File: src/rtl/fetch_queue_pkg.sv
// Shared types for the instruction-fetch front end: FSM states and queue entry layout.
package fetch_queue_pkg;

  localparam int unsigned MaxXlen   = 64;
  localparam int unsigned InstWidth = 32;

  typedef logic [InstWidth-1:0] instruction_t;

  typedef enum logic [1:0] {
    Fetch = 2'd0,
    Full  = 2'd1,
    Drop  = 2'd2
  } fetch_state_t;

  // pc is stored at RV64 width; narrower cores truncate on use.
  typedef struct packed {
    logic [MaxXlen-1:0] pc;
    instruction_t       inst;
  } fetch_entry_t;

endpackage

File: src/rtl/fetch_fifo.sv
// DEPTH-entry FIFO with combinational head read; flush beats push and pop.
module fetch_fifo #(
  parameter int unsigned WIDTH = 96,
  parameter int unsigned DEPTH = 4
) (
  input  logic                     clock,
  input  logic                     reset,
  input  logic                     push,
  input  logic                     pop,
  input  logic                     flush,
  input  logic [WIDTH-1:0]         data_in,
  output logic [WIDTH-1:0]         head,
  output logic [$clog2(DEPTH):0]   count,
  output logic                     full,
  output logic                     empty
);

  localparam int unsigned AW = $clog2(DEPTH);
  localparam int unsigned CW = AW + 1;

  logic [WIDTH-1:0] r_mem [DEPTH];
  logic [AW-1:0]    r_rd;
  logic [AW-1:0]    r_wr;
  logic [CW-1:0]    r_count;
  logic             w_push;
  logic             w_pop;

  assign full   = (r_count == CW'(DEPTH));
  assign empty  = (r_count == '0);
  assign w_push = push && !full;
  assign w_pop  = pop && !empty;
  assign head   = r_mem[r_rd];
  assign count  = r_count;

  always_ff @(posedge clock or posedge reset) begin
    if (reset) begin
      r_rd    <= '0;
      r_wr    <= '0;
      r_count <= '0;
    end else if (flush) begin
      r_rd    <= '0;
      r_wr    <= '0;
      r_count <= '0;
    end else begin
      if (w_push) r_wr <= r_wr + AW'(1);
      if (w_pop)  r_rd <= r_rd + AW'(1);
      unique case ({w_push, w_pop})
        2'b10:   r_count <= r_count + CW'(1);
        2'b01:   r_count <= r_count - CW'(1);
        default: r_count <= r_count;
      endcase
    end
  end

  // Storage needs no reset; head is only consumed when count is non-zero.
  always_ff @(posedge clock) begin
    if (w_push && !flush) r_mem[r_wr] <= data_in;
  end

endmodule

File: src/rtl/fetch_queue.sv
// Instruction-fetch front end: fetch FSM feeding a DEPTH-entry queue toward ID, with redirect flush.
module fetch_queue
  import fetch_queue_pkg::*;
#(
  parameter int unsigned          DATA_SIZE = 32,
  parameter int unsigned          DEPTH     = 4,
  parameter logic [DATA_SIZE-1:0] RESET_PC  = '0
) (
  input  logic                     clock,
  input  logic                     reset,
  output logic                     fetch_req,
  output logic [DATA_SIZE-1:0]     fetch_addr,
  input  logic                     mem_busy,
  input  logic [31:0]              inst,
  input  logic                     redirect,
  input  logic [DATA_SIZE-1:0]     redirect_pc,
  output logic                     out_valid,
  input  logic                     out_ready,
  output logic [31:0]              out_inst,
  output logic [DATA_SIZE-1:0]     out_pc,
  output logic [DATA_SIZE-1:0]     out_pc_plus_4,
  output logic [$clog2(DEPTH):0]   queue_count
);

  localparam int unsigned CW = $clog2(DEPTH) + 1;
  localparam int unsigned EW = $bits(fetch_entry_t);

  fetch_state_t         r_state;
  logic [DATA_SIZE-1:0] r_pc;
  logic                 r_req;
  logic [DATA_SIZE-1:0] r_addr;

  logic                 w_done;
  logic                 w_push;
  logic                 w_pop;
  logic                 w_fill;
  logic                 w_full;
  logic                 w_empty;
  logic [CW-1:0]        w_count;
  logic [DATA_SIZE-1:0] w_pc_next;
  logic [DATA_SIZE-1:0] w_redir_pc;
  logic [EW-1:0]        w_head_bits;
  fetch_entry_t         w_entry;
  fetch_entry_t         w_head;
  logic                 w_unused;

  assign w_done     = r_req && !mem_busy;
  assign w_pop      = !w_empty && out_ready;
  assign w_push     = (r_state == Fetch) && w_done && !redirect && !w_full;
  assign w_fill     = (w_count == CW'(DEPTH - 1)) && !w_pop;
  assign w_pc_next  = r_pc + DATA_SIZE'(4);
  assign w_redir_pc = {redirect_pc[DATA_SIZE-1:2], 2'b00};

  assign w_entry.pc   = MaxXlen'(r_pc);
  assign w_entry.inst = inst;

  fetch_fifo #(
    .WIDTH (EW),
    .DEPTH (DEPTH)
  ) u_fifo (
    .clock   (clock),
    .reset   (reset),
    .push    (w_push),
    .pop     (w_pop),
    .flush   (redirect),
    .data_in (w_entry),
    .head    (w_head_bits),
    .count   (w_count),
    .full    (w_full),
    .empty   (w_empty)
  );

  assign w_head        = fetch_entry_t'(w_head_bits);
  assign out_valid     = !w_empty;
  assign out_inst      = w_empty ? 32'h0 : w_head.inst;
  assign out_pc        = w_empty ? '0 : w_head.pc[DATA_SIZE-1:0];
  assign out_pc_plus_4 = out_pc + DATA_SIZE'(4);
  assign queue_count   = w_count;
  assign fetch_req     = r_req;
  assign fetch_addr    = r_addr;
  // Upper pc bits are unused on RV32 builds.
  assign w_unused      = ^w_head.pc;

  // Fetch FSM; fetch_req/fetch_addr are registered from the next state.
  always_ff @(posedge clock or posedge reset) begin
    if (reset) begin
      r_state <= Fetch;
      r_pc    <= RESET_PC;
      r_req   <= 1'b0;
      r_addr  <= RESET_PC;
    end else if (redirect) begin
      r_pc <= w_redir_pc;
      if ((r_state == Fetch || r_state == Drop) && r_req && mem_busy) begin
        // Transaction in flight: keep request and address until it completes.
        r_state <= Drop;
        r_req   <= 1'b1;
      end else begin
        r_state <= Fetch;
        r_req   <= 1'b1;
        r_addr  <= w_redir_pc;
      end
    end else begin
      unique case (r_state)
        Fetch: begin
          if (w_done) begin
            r_pc   <= w_pc_next;
            r_addr <= w_pc_next;
            if (w_fill) begin
              r_state <= Full;
              r_req   <= 1'b0;
            end else begin
              r_req <= 1'b1;
            end
          end else begin
            r_req <= 1'b1;
          end
        end
        Full: begin
          if (w_pop) begin
            r_state <= Fetch;
            r_req   <= 1'b1;
            r_addr  <= r_pc;
          end
        end
        Drop: begin
          if (w_done) begin
            r_state <= Fetch;
            r_addr  <= r_pc;
          end
        end
        default: begin
          r_state <= Fetch;
          r_req   <= 1'b1;
          r_addr  <= r_pc;
        end
      endcase
    end
  end

endmodule

File: config.mk
export PLATFORM = sky130hd
export DESIGN_NAME = fetch_queue
export DESIGN_NICKNAME = d
export VERILOG_FILES = /design/src/rtl/fetch_queue_pkg.sv /design/src/rtl/fetch_fifo.sv /design/src/rtl/fetch_queue.sv
export SDC_FILE = /design/constraint.sdc
export NUM_CORES = 1
export LEC_CHECK = 0
export CORE_ASPECT_RATIO = 0.8
export CORE_MARGIN = 8
export CORE_UTILIZATION = 50
export CTS_CLUSTER_DIAMETER = 80
export CTS_CLUSTER_SIZE = 12
export DETAILED_ROUTE_END_ITERATION = 10
export DONT_BUFFER_PORTS = 1
export PLACE_DENSITY = 0.75
export SLEW_MARGIN = 20
export SYNTH_ARGS = -nofsm -noshare
export SYNTH_HDL_FRONTEND = slang
export SYNTH_SLANG_ARGS = --single-unit
export TNS_END_PERCENT = 1
File: constraint.sdc
create_clock -name clock -period 3.1 [get_ports clock]
set_input_delay 0.62 -clock clock [delete_from_list [all_inputs] [get_ports clock]]
set_output_delay 0.62 -clock clock [all_outputs]
set_load 0.01 [all_outputs]
==> impl_metrics.csv <==
group,metric,value,unit
sta,setup_tns,-6.72,ns
logic_synthesis,ys_warn_count,0,
global_route,globalRouteTotalUtil,19.3,%
power_and_ir_drop,vdd.ir_drop.worst,0.000565,V
sta,fin_hold_ws,0.0729,ns
worst_setup_path,timing.critical_path.from_type,"register",
floorplan,design.portCount,202,
floorplan,floorplan.initialDensity,51.1,%
cells_and_area,finalNetCount,1143,
logic_synthesis,async_reset_ff_share,22.3,%
sta,setup_slack,-0.449,ns
sta,final.min_clock_period,3.55,ns
cells_and_area,synthToLayoutAreaGrowth,13.1,%
outcome,outcome,"complete, but fails checks",
sta,report.final.slew_viol_count,0,
cts,htreeDepth,1,
logic_synthesis,most_area_consuming_cells_after_synthesis,"sky130_fd_sc_hd__edfxtp_1 51%, sky130_fd_sc_hd__dfrtp_1 12%, sky130_fd_sc_hd__mux4_2 9.8%",
sta,worstMarginPinSlew,0.713,ns
worst_setup_path,timing.critical_path.max_delay_family,"simple AND/OR/NAND/NOR gates",
cells_and_area,fillCellCount,2203,
sta,finalSetupViolCount,27,
job,cap_violations,0,
logic_synthesis,synth_ff_type,"sky130_fd_sc_hd__edfxtp_1",
logic_synthesis,post-synth-top-count-cell,"sky130_fd_sc_hd__edfxtp_1",
worst_setup_path,crit_path_max_incr_delay,0.54,ns
worst_setup_path,timing.reg2reg.setup_slack,0.53,ns
sta,timing.max_slew.rel_slack,52.4,%
cts,cts_tree,"built",
sta,grt_setup_unrepaired,"true",
hold_path,holdCritPathClass,"input port to asynchronous set/reset pin",
logic_synthesis,yosysTopAreaCellShare,51.5,%
sta,final_min_period_over_clock_period,114,%
floorplan,die-area,34700,um^2
placement,io_buffer_count,0,
logic_synthesis,synth.ff_latch_count,319,
cts,clkLatencyLatePin,0.55,ns
outcome,failed_checks,"setup timing",
routing,wl,34100,um
placement,gp_congestion,0.854,
logic_synthesis,synth-edff-count,248,
worst_setup_path,max_stage_delay_cell_worst_path,"sky130_fd_sc_hd__dfrtp_4",
worst_setup_path,worst_setup_path_start,"u_fifo.r_rd[0]$_DFFE_PP0P_",
global_route,antenna_violations_before_repair,0,
cells_and_area,drive_above_1_share,23.7,%
floorplan,fp.dieH,168,um
routing,remaining_drc_errors,0,
routing,via_count,8589,
routing,first_iter_violations,723,
cts,longest_clk_path_bufs,3,
global_route,wire_length_of_the_first_global_routing_pass,52100,um
cts,clkSlewWorstSetupHoldPaths,0.06,ns
power_and_ir_drop,p_leak,5.67,nW
global_route,first_global_vias,8608,
routing,detailedRoute.firstPassIterationCount,5,
sta,fin_worst_skew,0.0140,ns
sta,max_freq,282,MHz
routing,route.detailed.vias_per_inst,5.94,
worst_setup_path,worstSetupEndpointType,"primary output",
worst_setup_path,crit_arrival,2.93,ns
worst_setup_path,path_max_fanout,7,
logic_synthesis,ys_top_cells_by_count,"248 x sky130_fd_sc_hd__edfxtp_1, 92 x sky130_fd_sc_hd__nand2_1, 71 x sky130_fd_sc_hd__dfrtp_1",
worst_setup_path,crit_type,"register to primary output",
logic_synthesis,synth.yosys.seq_area_share,63.7,%
cts,hold_buffers,0,
worst_setup_path,worst_ep_required_time,2.48,ns
placement,detailedPlacementHpwl,23200,um
logic_synthesis,netlist_area,14500,um^2
cts,tritoncts_num_sinks,319,
logic_synthesis,synth_area_per_cell,14.3,um^2
global_route,grt_max_degree,63,
worst_setup_path,crit_path_cell_chain,"buf_8 > mux4_2 > nand4_1 > nor3_4 > nand4_1 > buf_6 > buf_6 > nor2_4 > xor2_1 > buf_4",
routing,avgRoutedWirePerCell,23.6,um
worst_setup_path,critical_path_buf_inv_count,4,
cells_and_area,antennaDiodeCount,0,
power_and_ir_drop,cell_pwr_density,729,nW/um^2
global_route,overflow,0,
logic_synthesis,synthDominantAreaCellType,"sky130_fd_sc_hd__edfxtp_1",
routing,drtAntennaViolNets,0,
cts,cts_buffer_count,30,
worst_setup_path,worstReg2RegStart,"r_pc[5]$_DFFE_PP0P_",
cts,cts_root_buf,"sky130_fd_sc_hd__clkbuf_16",
floorplan,die_width,206,um
logic_synthesis,synthesis.instances,1010,
sta,report.final.hold_viol_count,0,
floorplan,coreArea,28400,um^2
logic_synthesis,synth_cell_type_count,56,
floorplan,floorplan.rows,55,
kinds of logic after synthesis:
logic type | after synthesis | share of synthesized area (%)
and+or+nand+nor | 328 | 11.5
DFF | 319 | 63.7
muxes | 98 | 12.4
AOI/OAI and AO/OA | 88 | 3.62
xor gates and xnor gates | 87 | 5.26
buffers and inverters | 82 | 2.77
adders and majority gates | 7 | 0.657
other | 1 | 0.0259
repair_timing:
| action | in CTS | in global routing |
|---|---|---|
| gates resized for setup | 35 | 10 |
| endpoints found under the setup margin | 61 | 55 |
| pin swaps | 7 | 10 |
| buffers inserted | 7 | 1 |
power by group:
part	switching [mW]	total, mW	internal, mW	leakage [nW]
clock network	1.44	3.23	1.79	0.394
registers	0.281	5.18	4.90	3.08
logic	1.98	3.52	1.54	2.20
total	3.70	11.9	8.22	5.67
sequential cells by signal (all words and copies together) (netlist names):
| signal | cells |
|---|---|
| r_pc | 30 |
| u_fifo.count | 3 |
| u_fifo.r_wr | 2 |
| fetch_addr | 31 |
| u_fifo.r_rd | 2 |
| fetch_req | 1 |
| u_fifo.r_mem | 248 |
| r_state | 2 |
placed cells by master (no fill, tap or decap), types with 4 or more instances in the layout:
cell type                     n
sky130_fd_sc_hd__o211ai_1     6
sky130_fd_sc_hd__and3_4       4
sky130_fd_sc_hd__and3_1      10
sky130_fd_sc_hd__nor2_2       4
sky130_fd_sc_hd__and2_2       4
sky130_fd_sc_hd__mux4_2      63
sky130_fd_sc_hd__clkbuf_1    10
sky130_fd_sc_hd__dfrtp_1     66
sky130_fd_sc_hd__inv_1       14
sky130_fd_sc_hd__o31ai_1      6
sky130_fd_sc_hd__edfxtp_1   248
sky130_fd_sc_hd__mux2_2      21
sky130_fd_sc_hd__xnor2_1     52
sky130_fd_sc_hd__conb_1       4
sky130_fd_sc_hd__xor2_1      32
sky130_fd_sc_hd__clkbuf_16   31
sky130_fd_sc_hd__mux2i_1     14
sky130_fd_sc_hd__nor3_1      14
sky130_fd_sc_hd__nor2_1      53
sky130_fd_sc_hd__a21oi_1     23
sky130_fd_sc_hd__and2_1      59
sky130_fd_sc_hd__nand3_1     31
sky130_fd_sc_hd__ha_1         5
sky130_fd_sc_hd__buf_6        9
sky130_fd_sc_hd__a31oi_1      5
sky130_fd_sc_hd__nand2_1     87
sky130_fd_sc_hd__buf_12       4
sky130_fd_sc_hd__nor4_1       6
sky130_fd_sc_hd__nand4_1     16
sky130_fd_sc_hd__inv_2        4
sky130_fd_sc_hd__o21ai_0     36
sky130_fd_sc_hd__buf_4       72
sky130_fd_sc_hd__nand2_2      5
routing by layer:
metal / share of wire [%] / vias to the layer above / global-route usage [%]
met5: 0 / - / 0
met4: 1.8 / 0 / 3.70
met3: 11 / 46 / 5.62
met2: 45 / 326 / 29.0
met1: 43 / 4384 / 27.9
li1: - / 3833 / -
area by class of cell:
cell class                 count  area [um^2]  share of cell area [%]
sequential                   319         9240                    56.4
multi-input combinational    612         5040                    30.8
clock buffer                  41          813                    4.97
timing repair buffer          86          737                    4.50
tap                          370          463                    2.83
inverter                      18         67.6                   0.413
clock inverter                 1         7.51                  0.0459
final timing paths:
kind                                          endpoint  cells past startpoint
setup reg to reg                  r_pc[26]$_DFFE_PP0P_                      6
setup / recovery                     out_pc_plus_4[25]                     10
hold reg to reg             u_fifo.r_wr[0]$_DFFE_PP0P_                      1
max in group asynchronous  u_fifo.count[1]$_DFFE_PP0P_                      2
hold / removal              fetch_addr[12]$_DFFE_PP0P_                      1
min in group clock         u_fifo.count[0]$_DFFE_PP0P_                      1
stage by stage:
step | util, % | setup slack (ns) | area [um^2] | instances | power (mW)
floorplan | - | -0.328 | 14500 | 1013 | 7.52
global placement | 53.9 | -0.00555 | 15300 | 1398 | 8.57
detailed placement | 53.9 | -0.0800 | 15300 | 1398 | 8.63
global route | 57.7 | -0.550 | 16400 | 1447 | 12.5
CTS | 57.6 | -0.391 | 16300 | 1447 | 12.0
finish | 57.7 | -0.449 | 16400 | 1447 | 11.9
No activity file was read; power rests on OpenSTA's default activity.
